`src/rtl/dl_float_pkg.sv`:
```
// Shared types for the DL_float operand word stream.
package dl_float_pkg;

    // Default operand word width (fp16 / bf16).
    localparam int DATA_W = 16;

    typedef logic [DATA_W-1:0] word_t;

    // One operand pair as delivered by the upstream scheduler.
    typedef struct packed {
        word_t a;
        word_t b;
    } operand_pair_t;

    // Serializer states: IDLE has nothing on the bus, SEND_A/SEND_B present that word.
    typedef enum logic [1:0] {
        IDLE   = 2'd0,
        SEND_A = 2'd1,
        SEND_B = 2'd2
    } tx_state_t;

endpackage

```
`src/rtl/pair_fifo.sv`:
```
// Synchronous FIFO holding whole operand pairs; full/empty derive from the occupancy count.
module pair_fifo #(
    parameter int WIDTH = 32,
    parameter int DEPTH = 4,
    localparam int PTR_W = $clog2(DEPTH),
    localparam int CNT_W = $clog2(DEPTH + 1)
) (
    input  logic             clk,
    input  logic             rst,
    input  logic             push,
    input  logic [WIDTH-1:0] wr_data,
    input  logic             pop,
    output logic [WIDTH-1:0] rd_data,
    output logic [CNT_W-1:0] count,
    output logic             full,
    output logic             empty
);

    logic [WIDTH-1:0] mem [DEPTH];
    logic [PTR_W-1:0] wr_ptr;
    logic [PTR_W-1:0] rd_ptr;
    logic             do_push;
    logic             do_pop;

    assign full    = (count == CNT_W'(DEPTH));
    assign empty   = (count == '0);
    assign do_push = push && !full;
    assign do_pop  = pop && !empty;
    assign rd_data = mem[rd_ptr];

    // Storage array; contents need no reset because the count gates every read.
    always_ff @(posedge clk) begin
        if (do_push) begin
            mem[wr_ptr] <= wr_data;
        end
    end

    // Pointers wrap naturally since DEPTH is a power of two; count tracks occupancy.
    always_ff @(posedge clk) begin
        if (rst) begin
            wr_ptr <= '0;
            rd_ptr <= '0;
            count  <= '0;
        end else begin
            if (do_push) begin
                wr_ptr <= wr_ptr + PTR_W'(1);
            end
            if (do_pop) begin
                rd_ptr <= rd_ptr + PTR_W'(1);
            end
            if (do_push && !do_pop) begin
                count <= count + CNT_W'(1);
            end else if (do_pop && !do_push) begin
                count <= count - CNT_W'(1);
            end
        end
    end

endmodule

```
`src/rtl/operand_stream_tx.sv`:
```
// Buffers operand pairs and serializes each as two words (A then B, last on B).
module operand_stream_tx
    import dl_float_pkg::*;
#(
    parameter int DATA_W = dl_float_pkg::DATA_W,
    parameter int DEPTH  = 4,
    localparam int CNT_W = $clog2(DEPTH + 1)
) (
    input  logic              clk,
    input  logic              rst,
    input  logic              in_valid,
    output logic              in_ready,
    input  logic [DATA_W-1:0] op_a,
    input  logic [DATA_W-1:0] op_b,
    output logic [DATA_W-1:0] data_out,
    output logic              out_valid,
    input  logic              out_ready,
    output logic              out_last,
    output logic [CNT_W-1:0]  count
);

    typedef struct packed {
        logic [DATA_W-1:0] a;
        logic [DATA_W-1:0] b;
    } pair_t;

    pair_t             wr_pair;
    pair_t             head;
    logic              fifo_full;
    logic              fifo_empty;
    logic              push;
    logic              pop;
    logic              xfer;

    tx_state_t         state;
    tx_state_t         state_n;
    logic [DATA_W-1:0] b_hold;
    logic [DATA_W-1:0] b_hold_n;
    logic [DATA_W-1:0] data_n;
    logic              valid_n;
    logic              last_n;

    assign in_ready = !rst && !fifo_full;
    assign push     = in_valid && in_ready;
    assign xfer     = out_valid && out_ready;
    assign wr_pair  = '{a: op_a, b: op_b};

    pair_fifo #(
        .WIDTH (2 * DATA_W),
        .DEPTH (DEPTH)
    ) u_fifo (
        .clk     (clk),
        .rst     (rst),
        .push    (push),
        .wr_data (wr_pair),
        .pop     (pop),
        .rd_data (head),
        .count   (count),
        .full    (fifo_full),
        .empty   (fifo_empty)
    );

    // Next-state and output-register logic; a pair is popped only when its A word can be loaded.
    always_comb begin
        state_n  = state;
        data_n   = data_out;
        valid_n  = out_valid;
        last_n   = out_last;
        b_hold_n = b_hold;
        pop      = 1'b0;
        unique case (state)
            IDLE: begin
                if (!fifo_empty) begin
                    pop      = 1'b1;
                    data_n   = head.a;
                    b_hold_n = head.b;
                    valid_n  = 1'b1;
                    last_n   = 1'b0;
                    state_n  = SEND_A;
                end
            end
            SEND_A: begin
                if (xfer) begin
                    data_n  = b_hold;
                    last_n  = 1'b1;
                    state_n = SEND_B;
                end
            end
            SEND_B: begin
                if (xfer) begin
                    if (!fifo_empty) begin
                        pop      = 1'b1;
                        data_n   = head.a;
                        b_hold_n = head.b;
                        last_n   = 1'b0;
                        state_n  = SEND_A;
                    end else begin
                        valid_n = 1'b0;
                        last_n  = 1'b0;
                        state_n = IDLE;
                    end
                end
            end
            default: begin
                valid_n = 1'b0;
                last_n  = 1'b0;
                state_n = IDLE;
            end
        endcase
    end

    // State and output registers; reset discards any word in flight.
    always_ff @(posedge clk) begin
        if (rst) begin
            state     <= IDLE;
            data_out  <= '0;
            out_valid <= 1'b0;
            out_last  <= 1'b0;
            b_hold    <= '0;
        end else begin
            state     <= state_n;
            data_out  <= data_n;
            out_valid <= valid_n;
            out_last  <= last_n;
            b_hold    <= b_hold_n;
        end
    end

endmodule

```
`config.mk`:
```
export PLATFORM = sky130hd
export DESIGN_NAME = operand_stream_tx
export DESIGN_NICKNAME = d
export VERILOG_FILES = /design/src/rtl/dl_float_pkg.sv /design/src/rtl/pair_fifo.sv /design/src/rtl/operand_stream_tx.sv
export SDC_FILE = /design/constraint.sdc
export NUM_CORES = 1
export LEC_CHECK = 0
export CORE_MARGIN = 2
export CORE_UTILIZATION = 40
export CTS_CLUSTER_DIAMETER = 120
export DETAILED_ROUTE_END_ITERATION = 6
export GPL_TIMING_DRIVEN = 1
export SLEW_MARGIN = 15
export SYNTH_ARGS = -nofsm -noshare
export SYNTH_HDL_FRONTEND = slang
export SYNTH_SLANG_ARGS = --single-unit
export TNS_END_PERCENT = 50
```
`constraint.sdc`:
```
create_clock -name clk -period 5.32 [get_ports clk]
set_input_delay 1.064 -clock clk [delete_from_list [all_inputs] [get_ports clk]]
set_output_delay 1.064 -clock clk [all_outputs]
set_load 0.05 [all_outputs]
```
Word-level counts from Yosys, hierarchy flattened:

Memories as Yosys holds them, arrays and structs flattened. A register that Yosys moved wholly into a read port is not among the register bits.
Index checks and enable logic that the tools add are counted.

* muxes and demuxes: 29
* equal/unequal tests: 7
* bitwise logic cells: 1
* add/subtract/negate cells: 4
* reductions and logical operators: 21

Operator list (number)
* 2-to-1 mux 16 bit: 5
* one-hot mux 16 bit (3 select lines): 1
* one-hot mux 16 bit (2 select lines): 1
* 2-to-1 mux 1 bit: 11
* 2-to-1 mux 2 bit: 5
* != test 2 bit, second input constant: 4
* logical AND 1 bit: 7
* 2-to-1 mux 3 bit: 2
* one-hot mux 1 bit (3 select lines): 2
* one-hot mux 2 bit (3 select lines): 1
* AND reduction 3 bit: 2
* logical NOT 1 bit: 5
* adder 2 x 1 -> 2 bit, second input constant: 2
* AND reduction 4 bit: 1
* nonzero test 2 bit: 2
* adder 3 x 1 -> 3 bit, second input constant: 1
* equality test 3 bit, second input constant: 1
* logical NOT 3 bit: 1
* nonzero test 3 bit: 1
* subtractor 3 x 1 -> 3 bit, second input constant: 1
* equality test 2 x 1 -> 1 bit, second input constant: 1
* equality test 2 bit, second input constant: 1
* logical NOT 2 bit: 1
* one-hot mux 1 bit (2 select lines): 1
* other kinds (2): 2

* output and inout port bits: 22
* word-level logic and storage cells: 71
* bits in writable memories: 128
* flip-flop bits (word level): 43
* memories: 1
* input bits: 36

Memory list
* u_fifo.mem: words 4, width 32, read ports 1, clocked after Yosys merged registers in 1, write ports 1, line pair_fifo.sv:19 `logic [WIDTH-1:0] mem [DEPTH];`

Depth between registers and ports, before layout:

* depth in word-level cells: 9
* depth in mapped cells: 9
* mapped depth without buffers: 9

Modules after synthesis:

From an unflattened synthesis, not the netlist that was laid out.

* cell total of the unflattened synthesis: 384
* area, all modules: 6750.2 µm²

By module, submodules not included
* pair_fifo: cells an instance 215, area each 5121.2 µm², instances 1
* operand_stream_tx: cells an instance 169, area each 1629.1 µm², instances 1

Worst setup path after synthesis:

No wires, ideal clock.

* path kind: input-to-output
* from: input port rst
* to: output port in_ready
* buffers on the path: 2
* arrival: 2221 ps
* path slack: 2035 ps
* stages: 3
* path through: buf_2 > clkbuf_1 > a21oi_1

* word-level cells in the longest chain between the ends: 2

RTL lines
* from (decl): line operand_stream_tx.sv:10 `input logic rst,`
* logical NOT 1 bit: line operand_stream_tx.sv:43 `assign in_ready = !rst && !fifo_full;`
* logical AND 1 bit: line operand_stream_tx.sv:43
* to (decl): line operand_stream_tx.sv:12 `output logic in_ready,`

Every way passes these cells.

Final worst setup path:

Ends and elaborated chain as after synthesis.

==> summary.txt <==
Outcome
  – Status: finished clean

Synth
  – Synth unique cells: 38
  – Synthesized area per cell: roughly 19 sq um
  – Cells after Synth: 343
  – Synthesized area: approximately 0.0066 sq mm
  – #FFs+latches synth: about 170
  – Post-synthesis compound-gate area fraction: 0.0889
  – Synth warn: 0
  – Mux cell area share after synthesis: 0.111
  – Simple-Gate Fraction of Synth Area: 0.0397
  – Post-synth ARST share: 0
  – XOR/XNOR share of the synthesized area: 0.00665
  – Proportion of synthesized chip area in sequential cells: 0.717
  – Synth Net Count: between 300 and 400
  – Top FF cell, synth: edfxtp_1
  – Post-synth EDFFs: 128
  – Largest family of logic cells by synthesized area: multiplexers
  – Area share of fa/ha/maj cells after synthesis: 0.0125

Global routing
  – Initial antenna violation count: 0
  – Overall Global Routing Usage: 0.148
  – Vias in the first global route: between 3000 and 4000
  – Met3 usage: 0.0446
  – Gr busiest metal: met2
  – Congestion Overflow GR: 0
  – Met2 Use GR: 0.231
  – Largest net degree at the start of global routing: 33
  – First-pass GRT wire length: 19300 um
  – GR Util met1: 0.204

Clock tree
  – Clock sinks: ~170
  – H-Tree Level Count: 4
  – Clock Latency Late Sink: 0.41 ns
  – Resized Gates After CTS: 0
  – CTS Buf Count: 17
  – Clock-pin slew on the worst setup and hold paths: approximately 0.060 ns
  – Clock Tree Root: clkbuf_16
  – Clock Path Buffers: 2
  – CTS tree: done
  – # hold bufs at CTS: 0
  – # Post-CTS Setup Buffers: 0

Final layout
  – Finished Cell Area: about 0.0079 sq mm
  – Nets: roughly 450
  – Layout Cells excl Fill: between 600 and 700
  – Share of cells above drive strength 1: 0.255
  – Area Growth Syn to Fin: 19.4%
  – Layout fillers: about 1400
  – Post-layout util: 0.492
  – Ant diodes: 0

Drt
  – Initial DRC count: approximately 210
  – Post-route ant nets: 0
  – Wire length per cell: 19.4 um
  – Total Wirelength: between 10000 and 15000 um
  – DRC: 0
  – First-pass DRT Iterations: 5
  – Via Count: 3293
  – Avg Vias per Cell: 5.19

Hold path
  – Hold endpoint: b_hold[12]$_SDFFE_PP0P_
  – Hold path cells: 1
  – Worst Hold Class: register to register
  – Hold Crit Start: b_hold[12]$_SDFFE_PP0P_

Worst setup path
  – Slowest-stage cell, CP: clkdlybuf4s50_1
  – CP Data Arrival Time: roughly 2.6 ns
  – CP max FO: 31
  – R2R Setup Slk: around 2.8 ns
  – R2r startpoint: u_fifo.count[0]$_SDFFE_PP0P_
  – Critical setup path kind: input pin to output pin
  – Critical path origin: rst
  – CP Capture Type: output pin
  – Worst stage delay on the critical path: about 0.74 ns
  – Startpoint types: input pin
  – Worst Reg2Reg Path Length in Cells: 8
  – FF-to-FF End: u_fifo.count[2]$_SDFFE_PP0P_
  – Req. time, crit path: 4.26 ns
  – Cell Chain, Critical Path: buf_2, a21oi_1, clkdlybuf4s50_1

Place
  – Routability cong.: 0.685
  – Post-place setup slack: between 1.5 and 2 ns
  – Total instance count after detailed placement: ~600
  – Port Buf Inserts: 57
  – DP Area: about 0.0073 sq mm
  – HPWL after detailed placement: 6960 um

Floorplan
  – Die height: 132 um
  – Initial Utilization: 0.412
  – Row count: 46
  – Core Area: approximately 0.016 sq mm
  – Die area: 0.0175 sq mm
  – I/O pins: 58
  – Die X: 132 um

STA
  – Hold Slack: a little under 0.5 ns
  – # setup viols final: 0
  – Final slew viol count: 0
  – Final Skew: approximately 0.0066 ns
  – Fin crit share: 0.683
  – Final Critical Period: 3.63 ns
  – TNS Setup: 0 ns
  – Final worst setup slack: around 1.7 ns
  – Worst-Margin Slew: between 1 and 1.5 ns
  – RSZ-0062 raised after global routing: false
  – Slew HR: 0.260
  – Fmax: 275 MHz
  – Hold Violations, Final: 0

Pwr
  – Leakage Power: 2.53 nW
  – Worst vdd ir: about 270 uV
  – PnR Total Power: a little over 4 mW
  – Pwr dens: approximately 520 mW/mm^2

Job
  – MaxCap Viol Count: 0
==> state kept, by name, summed over array words and instances, names as in the netlist, named ones only <==
signal,cells
b_hold,16
data_out,16
out_valid,1
state,2
u_fifo.count,3
u_fifo.mem,128
u_fifo.rd_ptr,2
u_fifo.wr_ptr,2
==> cell usage after synthesis, types with 2 or more instances <==
library cell	number	area (sq um)
inv_1	6	22.5
a22oi_2	4	50.1
buf_4	3	22.5
edfxtp_1	128	3840
buf_2	5	25.0
clkbuf_1	4	15.0
a22o_1	16	140
a22oi_1	12	90.1
buf_6	6	67.6
dfxtp_1	44	881
mux4_2	32	721
nor2_2	14	87.6
a211oi_2	17	213
nor3_4	2	32.5
nor2_1	10	37.5
and2_1	4	25.0
xor2_1	2	17.5
a21oi_1	6	30.0
nand2_1	3	11.3
xnor2_1	3	26.3
ha_1	5	62.6
==> cell type report <==
type | instances | area, sq um | area share
Inverter | 6 | 22.5 | 0.00286
Clock buffer | 23 | 448 | 0.0569
Sequential cell | 172 | 4730 | 0.601
Clock inverter | 8 | 72.6 | 0.00922
Timing Repair Buffer | 65 | 626 | 0.0795
Multi-Input combinational cell | 145 | 1700 | 0.217
Tap cell | 216 | 270 | 0.0343
==> critical path, delay by kind of cell <==
| family | cells | cell delay, ns |
|---|---|---|
| buffers and inverters | 2 | 1.40 |
| AOI/OAI and AO/OA | 1 | 0.09 |
==> logic make-up (layout without fill, tap and decap cells) <==
kind of cell,Yosys count,after routing
AO/OA/AOI/OAI,61,61
AND/OR/NAND/NOR,40,40
adder cells (fa/ha/maj),6,6
multiplexers,33,33
flip-flops,172,172
buffers and inverters,26,102
XOR/XNOR,5,5
==> report_power, final <==
group,total (mW),switching (mW),internal [mW]
logic,1.23,0.723,0.504
clock network,1.10,0.466,0.638
registers,1.74,0.120,1.62
==> cell usage in the layout, fill, tap and decap left out, drive strengths merged <==
cell type,netlist,routed
nand2b,1,1
a21boi,1,1
buf,15,9
clkbuf,5,23
dfxtp,44,44
nor2,25,25
clkdlybuf4s50,0,56
nor4b,1,1
and2,4,4
nand3,1,1
a311o,1,1
a22o,16,16
xnor2,3,3
mux4,32,32
nor4,1,1
o21ai,1,1
mux2i,1,1
a22oi,16,16
inv,6,6
nand2,3,3
a21oi,6,6
clkinvlp,0,2
bufinv,0,1
fa,1,1
xor2,2,2
nor3,2,2
ha,5,5
edfxtp,128,128
clkinv,0,5
nand4b,1,1
a211oi,17,17
or3,1,1
o31ai,2,2
o21bai,1,1
==> layer usage <==
metal  wire [um]  up-vias
met5           0        -
met4         126        0
met2        5900       71
met1        5800     1702
met3         498        9
li1            -     1511
==> worst max path at each step <==
stage | endpoint | slack, ns
floorplan | in_ready | 2.04
global placement | in_ready | 1.73
detailed placement | in_ready | 1.69
CTS | in_ready | 1.69
global route | in_ready | 1.64
finish | in_ready | 1.69
(Power assumes the default switching activity.)
